### config.mk
export PLATFORM = sky130hd
export DESIGN_NAME = paddle_ctrl_flat
export DESIGN_NICKNAME = d
export VERILOG_FILES = /design/src/rtl/paddle_ctrl_pkg.sv /design/src/rtl/paddle_ctrl_if.sv /design/src/rtl/paddle_ctrl_tick_gen.sv /design/src/rtl/paddle_ctrl.sv /design/src/flat_wrapper.sv
export SDC_FILE = /design/constraint.sdc
export NUM_CORES = 1
export LEC_CHECK = 0
export CAP_MARGIN = 40
export CELL_PAD_IN_SITES_DETAIL_PLACEMENT = 1
export CELL_PAD_IN_SITES_GLOBAL_PLACEMENT = 2
export CORE_UTILIZATION = 31
export DETAILED_ROUTE_END_ITERATION = 8
export GPL_TIMING_DRIVEN = 0
export HOLD_SLACK_MARGIN = 0.02
export PLACE_DENSITY_LB_ADDON = 0.1
export SYNTH_ARGS = -nofsm -noshare
export SYNTH_HDL_FRONTEND = slang
export SYNTH_SLANG_ARGS = --single-unit
### constraint.sdc
create_clock -name clock -period 4.3 [get_ports clock]
set_clock_uncertainty 0.1 [all_clocks]
set_input_delay 1.075 -clock clock [delete_from_list [all_inputs] [get_ports clock]]
set_output_delay 1.075 -clock clock [all_outputs]
set_load 0.02 [all_outputs]
### src/rtl/paddle_ctrl_pkg.sv
// Shared pong definitions: playfield geometry used by the paddle, renderer
// and collision logic, the paddle FSM state encoding, and clamped step
// helpers for the paddle position.
package paddle_ctrl_pkg;

    localparam int Y_MAX    = 480;
    localparam int PADDLE_H = 64;
    localparam int Y_LIM    = Y_MAX - PADDLE_H;   // lowest legal top edge
    localparam int Y_CENTER = Y_LIM / 2;

    typedef enum logic [1:0] {
        IDLE    = 2'd0,
        MOVE_UP = 2'd1,
        MOVE_DN = 2'd2
    } paddle_state_e;

    // Move toward 0, clamping at the top wall. Done at 11 bits so the
    // comparison sees the true magnitude of the step.
    function automatic logic [9:0] step_up(input logic [9:0] y, input logic [10:0] step);
        logic [10:0] y11;
        logic [10:0] diff;
        y11  = {1'b0, y};
        diff = y11 - step;
        return (y11 < step) ? 10'd0 : diff[9:0];
    endfunction

    // Move toward Y_LIM, clamping at the bottom wall. The 11-bit sum cannot
    // wrap, so an overshoot is always caught by the compare.
    function automatic logic [9:0] step_dn(input logic [9:0] y, input logic [10:0] step);
        logic [10:0] sum;
        sum = {1'b0, y} + step;
        return (sum > 11'(Y_LIM)) ? 10'(Y_LIM) : sum[9:0];
    endfunction

endpackage

### src/rtl/paddle_ctrl_if.sv
// Paddle controller signal bundle.
//   up, down   : key levels from the keyboard decoder (asynchronous to clock)
//   center     : synchronous recentre request
//   paddle_y   : top edge of the paddle, 0..Y_LIM
//   moving     : paddle FSM is in a MOVE state
//   at_top     : paddle_y == 0
//   at_bottom  : paddle_y == Y_LIM
// master drives the requests and observes the position; slave is the
// controller.
interface paddle_ctrl_if;
    logic       up;
    logic       down;
    logic       center;
    logic [9:0] paddle_y;
    logic       moving;
    logic       at_top;
    logic       at_bottom;

    modport master (
        output up, down, center,
        input  paddle_y, moving, at_top, at_bottom
    );

    modport slave (
        input  up, down, center,
        output paddle_y, moving, at_top, at_bottom
    );
endinterface

### src/rtl/paddle_ctrl_tick_gen.sv
// Free-running divider producing a one-cycle tick every CLK_DIV clocks.
// Reusable for any fixed-rate motion update (paddle, ball).
//   clock  : system clock
//   resetn : asynchronous active-low reset, counter restarts at 0
//   tick   : high for the one cycle in which the counter wraps
module paddle_ctrl_tick_gen #(
    parameter int CLK_DIV = 500000
) (
    input  logic clock,
    input  logic resetn,
    output logic tick
);
    localparam int CNT_W = (CLK_DIV > 1) ? $clog2(CLK_DIV) : 1;
    localparam logic [CNT_W-1:0] LAST = CNT_W'(CLK_DIV - 1);

    logic [CNT_W-1:0] cnt;

    always_ff @(posedge clock or negedge resetn) begin
        if (!resetn) begin
            cnt <= '0;
        end else if (cnt == LAST) begin
            cnt <= '0;
        end else begin
            cnt <= cnt + 1'b1;
        end
    end

    assign tick = (cnt == LAST);
endmodule

### src/rtl/paddle_ctrl.sv
// Paddle position controller. Turns held up/down key levels into a paddle
// top-edge position, stepping once per movement tick, accelerating after
// ACCEL_TICKS consecutive ticks in the same direction, and clamping to the
// playfield.
//   clock  : system clock
//   resetn : asynchronous active-low reset
//   bus    : paddle_ctrl_if.slave (key levels, center in; position/flags out)
//
// state   | meaning
// --------+--------------------------------------------------------------
// IDLE    | no command seen at the last tick (or centred / reset)
// MOVE_UP | up alone held at the last tick; paddle_y steps toward 0
// MOVE_DN | down alone held at the last tick; paddle_y steps toward Y_LIM
module paddle_ctrl
    import paddle_ctrl_pkg::*;
#(
    parameter int CLK_DIV     = 500000,
    parameter int STEP_SLOW   = 2,
    parameter int STEP_FAST   = 6,
    parameter int ACCEL_TICKS = 16
) (
    input  logic          clock,
    input  logic          resetn,
    paddle_ctrl_if.slave  bus
);
    localparam int HOLD_W = $clog2(ACCEL_TICKS + 1);
    localparam logic [HOLD_W-1:0] HOLD_MAX = HOLD_W'(ACCEL_TICKS);
    localparam logic [10:0] STEP_S = 11'(STEP_SLOW);
    localparam logic [10:0] STEP_F = 11'(STEP_FAST);

    logic              tick;
    logic              up_s1, up_s2, dn_s1, dn_s2;
    paddle_state_e     state;
    logic [HOLD_W-1:0] hold_cnt;
    logic [9:0]        y_q;

    logic              cmd_up, cmd_dn, same_dir;
    logic [HOLD_W-1:0] hold_next;
    logic [10:0]       step;
    logic [9:0]        y_up, y_dn;

    paddle_ctrl_tick_gen #(.CLK_DIV(CLK_DIV)) u_tick (
        .clock  (clock),
        .resetn (resetn),
        .tick   (tick)
    );

    // Step size is chosen from the hold count this tick will leave behind,
    // so entering a direction always uses the slow step.
    always_comb begin
        cmd_up   = up_s2 & ~dn_s2;
        cmd_dn   = dn_s2 & ~up_s2;
        same_dir = (cmd_up && state == MOVE_UP) || (cmd_dn && state == MOVE_DN);
        hold_next = '0;
        if (same_dir) begin
            hold_next = (hold_cnt == HOLD_MAX) ? hold_cnt : hold_cnt + 1'b1;
        end
        step = (hold_next == HOLD_MAX) ? STEP_F : STEP_S;
        y_up = step_up(y_q, step);
        y_dn = step_dn(y_q, step);
    end

    always_ff @(posedge clock or negedge resetn) begin
        if (!resetn) begin
            up_s1    <= 1'b0;
            up_s2    <= 1'b0;
            dn_s1    <= 1'b0;
            dn_s2    <= 1'b0;
            state    <= IDLE;
            hold_cnt <= '0;
            y_q      <= 10'(Y_CENTER);
        end else begin
            up_s1 <= bus.up;
            up_s2 <= up_s1;
            dn_s1 <= bus.down;
            dn_s2 <= dn_s1;

            // center wins over a coincident tick
            if (bus.center) begin
                state    <= IDLE;
                hold_cnt <= '0;
                y_q      <= 10'(Y_CENTER);
            end else if (tick) begin
                if (cmd_up) begin
                    state    <= MOVE_UP;
                    hold_cnt <= hold_next;
                    y_q      <= y_up;
                end else if (cmd_dn) begin
                    state    <= MOVE_DN;
                    hold_cnt <= hold_next;
                    y_q      <= y_dn;
                end else begin
                    state    <= IDLE;
                    hold_cnt <= '0;
                end
            end
        end
    end

    assign bus.paddle_y  = y_q;
    assign bus.moving    = (state != IDLE);
    assign bus.at_top    = (y_q == 10'd0);
    assign bus.at_bottom = (y_q == 10'(Y_LIM));
endmodule

### src/flat_wrapper.sv
// flat-port wrapper written by rule: the top's interface ports become plain ports
module paddle_ctrl_flat import paddle_ctrl_pkg::*;
#(
    parameter int CLK_DIV     = 500000,
    parameter int STEP_SLOW   = 2,
    parameter int STEP_FAST   = 6,
    parameter int ACCEL_TICKS = 16
)
  (clock, resetn, bus_up, bus_down, bus_center, bus_paddle_y, bus_moving, bus_at_top, bus_at_bottom);
  paddle_ctrl_if bus_i ();
  input  logic clock;
  input  logic resetn;
  input wire logic [$bits(bus_i.up)-1:0] bus_up;
  input wire logic [$bits(bus_i.down)-1:0] bus_down;
  input wire logic [$bits(bus_i.center)-1:0] bus_center;
  output wire logic [$bits(bus_i.paddle_y)-1:0] bus_paddle_y;
  output wire logic [$bits(bus_i.moving)-1:0] bus_moving;
  output wire logic [$bits(bus_i.at_top)-1:0] bus_at_top;
  output wire logic [$bits(bus_i.at_bottom)-1:0] bus_at_bottom;
  assign bus_i.up = bus_up;
  assign bus_i.down = bus_down;
  assign bus_i.center = bus_center;
  assign bus_paddle_y = bus_i.paddle_y;
  assign bus_moving = bus_i.moving;
  assign bus_at_top = bus_i.at_top;
  assign bus_at_bottom = bus_i.at_bottom;
  paddle_ctrl #(.CLK_DIV(CLK_DIV), .STEP_SLOW(STEP_SLOW), .STEP_FAST(STEP_FAST), .ACCEL_TICKS(ACCEL_TICKS)) u_core (.clock(clock), .resetn(resetn), .bus(bus_i));
endmodule
==> out/qor.txt <==
WORST SETUP PATH
--------------------------------------------------------------------------------
Worst Setup Start Kind                                                  register
Max FO, Critical Path                                                          6
Endpoint arrival time on the critical path                               3790 ps
Kind of capture point of the worst setup path                           register
Cells on worst reg2reg path                                                   13
WS Path Type                                                        register to register
Launch point of the worst reg-to-reg path                           u_core.dn_s2
Register-to-register setup slack                                          630 ps
Crit Reg-Reg Endpoint                                               u_core.bus.paddle_y[4]
Worst endpoint required time                                             4420 ps

FLOORPLAN
--------------------------------------------------------------------------------
Width of the die                                                         91.9 um
Std-Cell Rows                                                                 32
Core outline area                                                      7770 um^2
I/O pin cnt                                                                   18
Full die area                                                          8450 um^2
Overall die height                                                       91.9 um
Starting density of the core                                               32.3%

STA
--------------------------------------------------------------------------------
Final Max Tran Viols                                                           0
Unrepaired setup endpoints after global routing                            false
Max Clk Rate                                                           0.272 GHz
Min Clock Period, post-route                                             3670 ps
Post-route setup slack                                                    627 ps
Share of the clock period used by the worst path after layout              85.4%
Final sum of negative setup slack                                           0 ps
Worst slew margin relative to its limit                                    65.8%
Actual transition at the worst max-transition pin                         511 ps
Worst hold slack                                                          257 ps
Final hold vios                                                                0
Number of setup violations in the final report                                 0

CLOCK NETWORK
--------------------------------------------------------------------------------
Clock network latency to the later pin of the worst-skew pair             300 ps
CTS resizes                                                                    0
Hold Buf Count CTS                                                             0
Total number of H-tree levels                                                  2
Clock-pin slew on the worst setup and hold paths                           80 ps
Number of buffers on the longest clock path                                    2
Total CTS buffers                                                              5
Buffer type at the clock tree root                                  sky130_fd_sc_hd__clkbuf_8
Clock tree from TritonCTS                                                   done
Post-CTS setup buffer count                                                    0
Sink count of the clock tree                                                  39

ROUTE
--------------------------------------------------------------------------------
Total vias in the final route                                              2,060
Antenna violation net count after detailed routing                             0
DRC violation count after routing                                              0
Total length of routed wires                                             6560 um
Length of the first detailed-routing pass in iterations                        4
Vias per std cell                                                           5.15
DRC violation total after the first TritonRoute iteration                     50
Wirelength per Cell                                                      16.4 um

GLOBAL ROUTING
--------------------------------------------------------------------------------
Overall fraction of global-route tracks in use                             17.2%
Via count of the first global-routing pass                                 2,190
First-pass GRT wire length                                             11,500 um
Maximum number of pins on one net before global-route repair                  33
Antenna violations before repair                                               0
Total global routing overflow                                                  0

YOSYS
--------------------------------------------------------------------------------
Average instance area after synthesis                                  9.18 um^2
Number of warnings issued by yosys                                             0
Number of enable-type register cells in the synthesized netlist                0
Synthesized Nets                                                             286
Post-Synthesis Cell Area                                               2510 um^2
Main area contributors after synthesis                              sky130_fd_sc_hd__dfrtp_1 (36%), sky130_fd_sc_hd__xnor2_1 (4.9%), sky130_fd_sc_hd__nor2_1 (4.3%), sky130_fd_sc_hd__nand2_1 (4.2%), sky130_fd_sc_hd__nand3_1 (3.8%)
Yosys reg bits                                                                39
Cell count after synthesis                                                   273
Seq/Total Area, Yosys                                                      39.1%
Largest area contributor in the synthesized netlist                 sky130_fd_sc_hd__dfrtp_1
Dominant synthesized flop cell                                      sky130_fd_sc_hd__dfrtp_1
Async set-reset flop share out of synthesis                                 100%
Yosys top cell area share                                                  35.9%
Distinct cell type count of the synthesized netlist                           59

PLACED DESIGN
--------------------------------------------------------------------------------
Routability congestion estimate                                            0.732
Number of buffer cells added on primary ports                                 16
Final HPWL from detailed placement                                       4810 um
Area of placed instances                                               2810 um^2
Pre-CTS setup slack                                                       645 ps

MIN PATH
--------------------------------------------------------------------------------
Hold depth                                                                     0
Worst Hold Endpoint                                                 u_core.up_s2
Hold path startpoint                                                u_core.up_s1
Worst Hold Class                                                    register to register

OUTCOME
--------------------------------------------------------------------------------
Result of the run                                                   finished clean

POWER
--------------------------------------------------------------------------------
VDD IR max                                                            0.000126 V
Leakage                                                                  1.19 nW
Power per Cell Area                                                  245 nW/um^2

FINISH
--------------------------------------------------------------------------------
Fraction of final layout cells with drive strength greater than 1          14.1%
Cell area after layout                                                 2920 um^2
Final Net Count                                                              310
Antenna diode instance count                                                   0
Synth-to-layout area growth                                                16.5%

JOB
--------------------------------------------------------------------------------
Max-cap violations                                                             0

## cell usage in the layout (no fill, tap or decap), types with 2 or more instances in the layout
cell type / n
sky130_fd_sc_hd__and4_1: 4
sky130_fd_sc_hd__nor3_1: 7
sky130_fd_sc_hd__nor2_1: 29
sky130_fd_sc_hd__o21ai_0: 10
sky130_fd_sc_hd__and3_1: 2
sky130_fd_sc_hd__nand2b_1: 2
sky130_fd_sc_hd__nand3_1: 19
sky130_fd_sc_hd__xor2_1: 10
sky130_fd_sc_hd__nor2b_1: 5
sky130_fd_sc_hd__buf_2: 5
sky130_fd_sc_hd__fa_1: 2
sky130_fd_sc_hd__xnor2_1: 14
sky130_fd_sc_hd__ha_1: 6
sky130_fd_sc_hd__nor4_1: 2
sky130_fd_sc_hd__o21a_1: 2
sky130_fd_sc_hd__nand4_1: 6
sky130_fd_sc_hd__clkbuf_8: 9
sky130_fd_sc_hd__a31oi_1: 5
sky130_fd_sc_hd__nor4b_1: 2
sky130_fd_sc_hd__nor3b_1: 2
sky130_fd_sc_hd__nand2_1: 28
sky130_fd_sc_hd__a21oi_1: 12
sky130_fd_sc_hd__buf_4: 6
sky130_fd_sc_hd__inv_1: 10
sky130_fd_sc_hd__clkdlybuf4s50_1: 15
sky130_fd_sc_hd__a41oi_1: 2
sky130_fd_sc_hd__or3_1: 3
sky130_fd_sc_hd__nand3b_1: 5
sky130_fd_sc_hd__a21o_2: 2
sky130_fd_sc_hd__dfstp_2: 3
sky130_fd_sc_hd__dfrtp_1: 36
## cell families (layout without fill, tap and decap cells)
group                      Yosys count  in the layout  share of synthesized area [%]
and+or+nand+nor                    127            127                           26.7
AOI/OAI and AO/OA                   48             48                           13.9
DFF                                 39             39                           39.1
buffers and inverters               25             50                           6.74
xor gates and xnor gates            24             24                           8.39
adders and majority gates            8              8                           4.59
other                                1              1                          0.150
muxes                                1              1                          0.449
## flip-flops by register name, indices dropped and copies added (netlist names)
signal	count
u_core.hold_cnt	5
u_core.u_tick.cnt	19
u_core.bus.paddle_y	9
u_core.dn_s1	1
u_core.dn_s2	1
u_core.state	2
u_core.up_s2	1
u_core.up_s1	1
## per-layer routing
layer  global-route usage [%]  vias to the layer above  wire length (um)
met2                     26.7                       18              2990
met3                     1.99                        6               107
met1                     25.2                     1039              3400
li1                         -                      997                 -
met5                        0                        -                 0
met4                     4.69                        0                53
## synthesized netlist by cell type (all sizes together) (3+ instances only)
library cell and instances:
clkbuf 4, ha 6, xnor2 14, and4 4, o21ai 12, nor3 7
a31oi 5, nand4 7, nand3b 5, nand2 28, nand3 19, a21oi 12
or3 3, nor2 30, nor2b 5, dfstp 3, dfrtp 36, buf 11
xor2 10, inv 10
## power by group
part / internal [mW] / switching (mW) / leakage (nW) / total [mW]
clock: 0.173 / 0.139 / 0.0514 / 0.312
combinational: 0.0124 / 0.0219 / 0.629 / 0.0343
sequential: 0.368 / 0.000824 / 0.511 / 0.369
total: 0.554 / 0.162 / 1.19 / 0.716
## cell type report
| type | count | area (um^2) |
|---|---|---|
| fill | 925 | 4850 |
| multi-input combinational | 209 | 1360 |
| sequential | 39 | 980 |
| timing repair buffer | 17 | 175 |
| buffer | 15 | 131 |
| tap | 102 | 128 |
| clock buffer | 6 | 72.6 |
| clock inverter | 2 | 37.5 |
| inverter | 10 | 37.5 |
## worst max-delay path by stage
stage | slack (ps) | start | end
after detailed placement | 650 | u_core.dn_s2 | u_core.bus.paddle_y[4]
after floorplan | 1200 | u_core.dn_s2 | u_core.bus.paddle_y[3]
after CTS | 610 | u_core.dn_s2 | u_core.bus.paddle_y[4]
after global routing | 360 | u_core.dn_s2 | u_core.bus.paddle_y[4]
final | 630 | u_core.dn_s2 | u_core.bus.paddle_y[4]
after global placement | 650 | u_core.dn_s2 | u_core.bus.paddle_y[4]
## critical path, cell delays in order (launching register included)
cell,delay (ps)
sky130_fd_sc_hd__dfrtp_1,390
sky130_fd_sc_hd__or2b_2,380
sky130_fd_sc_hd__nor3_1,150
sky130_fd_sc_hd__a31oi_1,130
sky130_fd_sc_hd__nor2_1,200
sky130_fd_sc_hd__nand3b_1,200
sky130_fd_sc_hd__fa_1,510
sky130_fd_sc_hd__and4b_2,310
sky130_fd_sc_hd__buf_2,170
sky130_fd_sc_hd__nor3_1,80
sky130_fd_sc_hd__o32ai_2,330
sky130_fd_sc_hd__nand2_1,200
sky130_fd_sc_hd__a21o_2,230
sky130_fd_sc_hd__a31oi_1,210
## through the flow
step	utilization [%]	std cells	power, mW
finish	37.6	400	0.716
global route	37.6	400	0.745
CTS	37.6	400	0.727
detailed placement	36.2	392	0.412
global placement	36.0	391	0.410
floorplan	-	273	0.392
(Power assumes the default switching activity.)
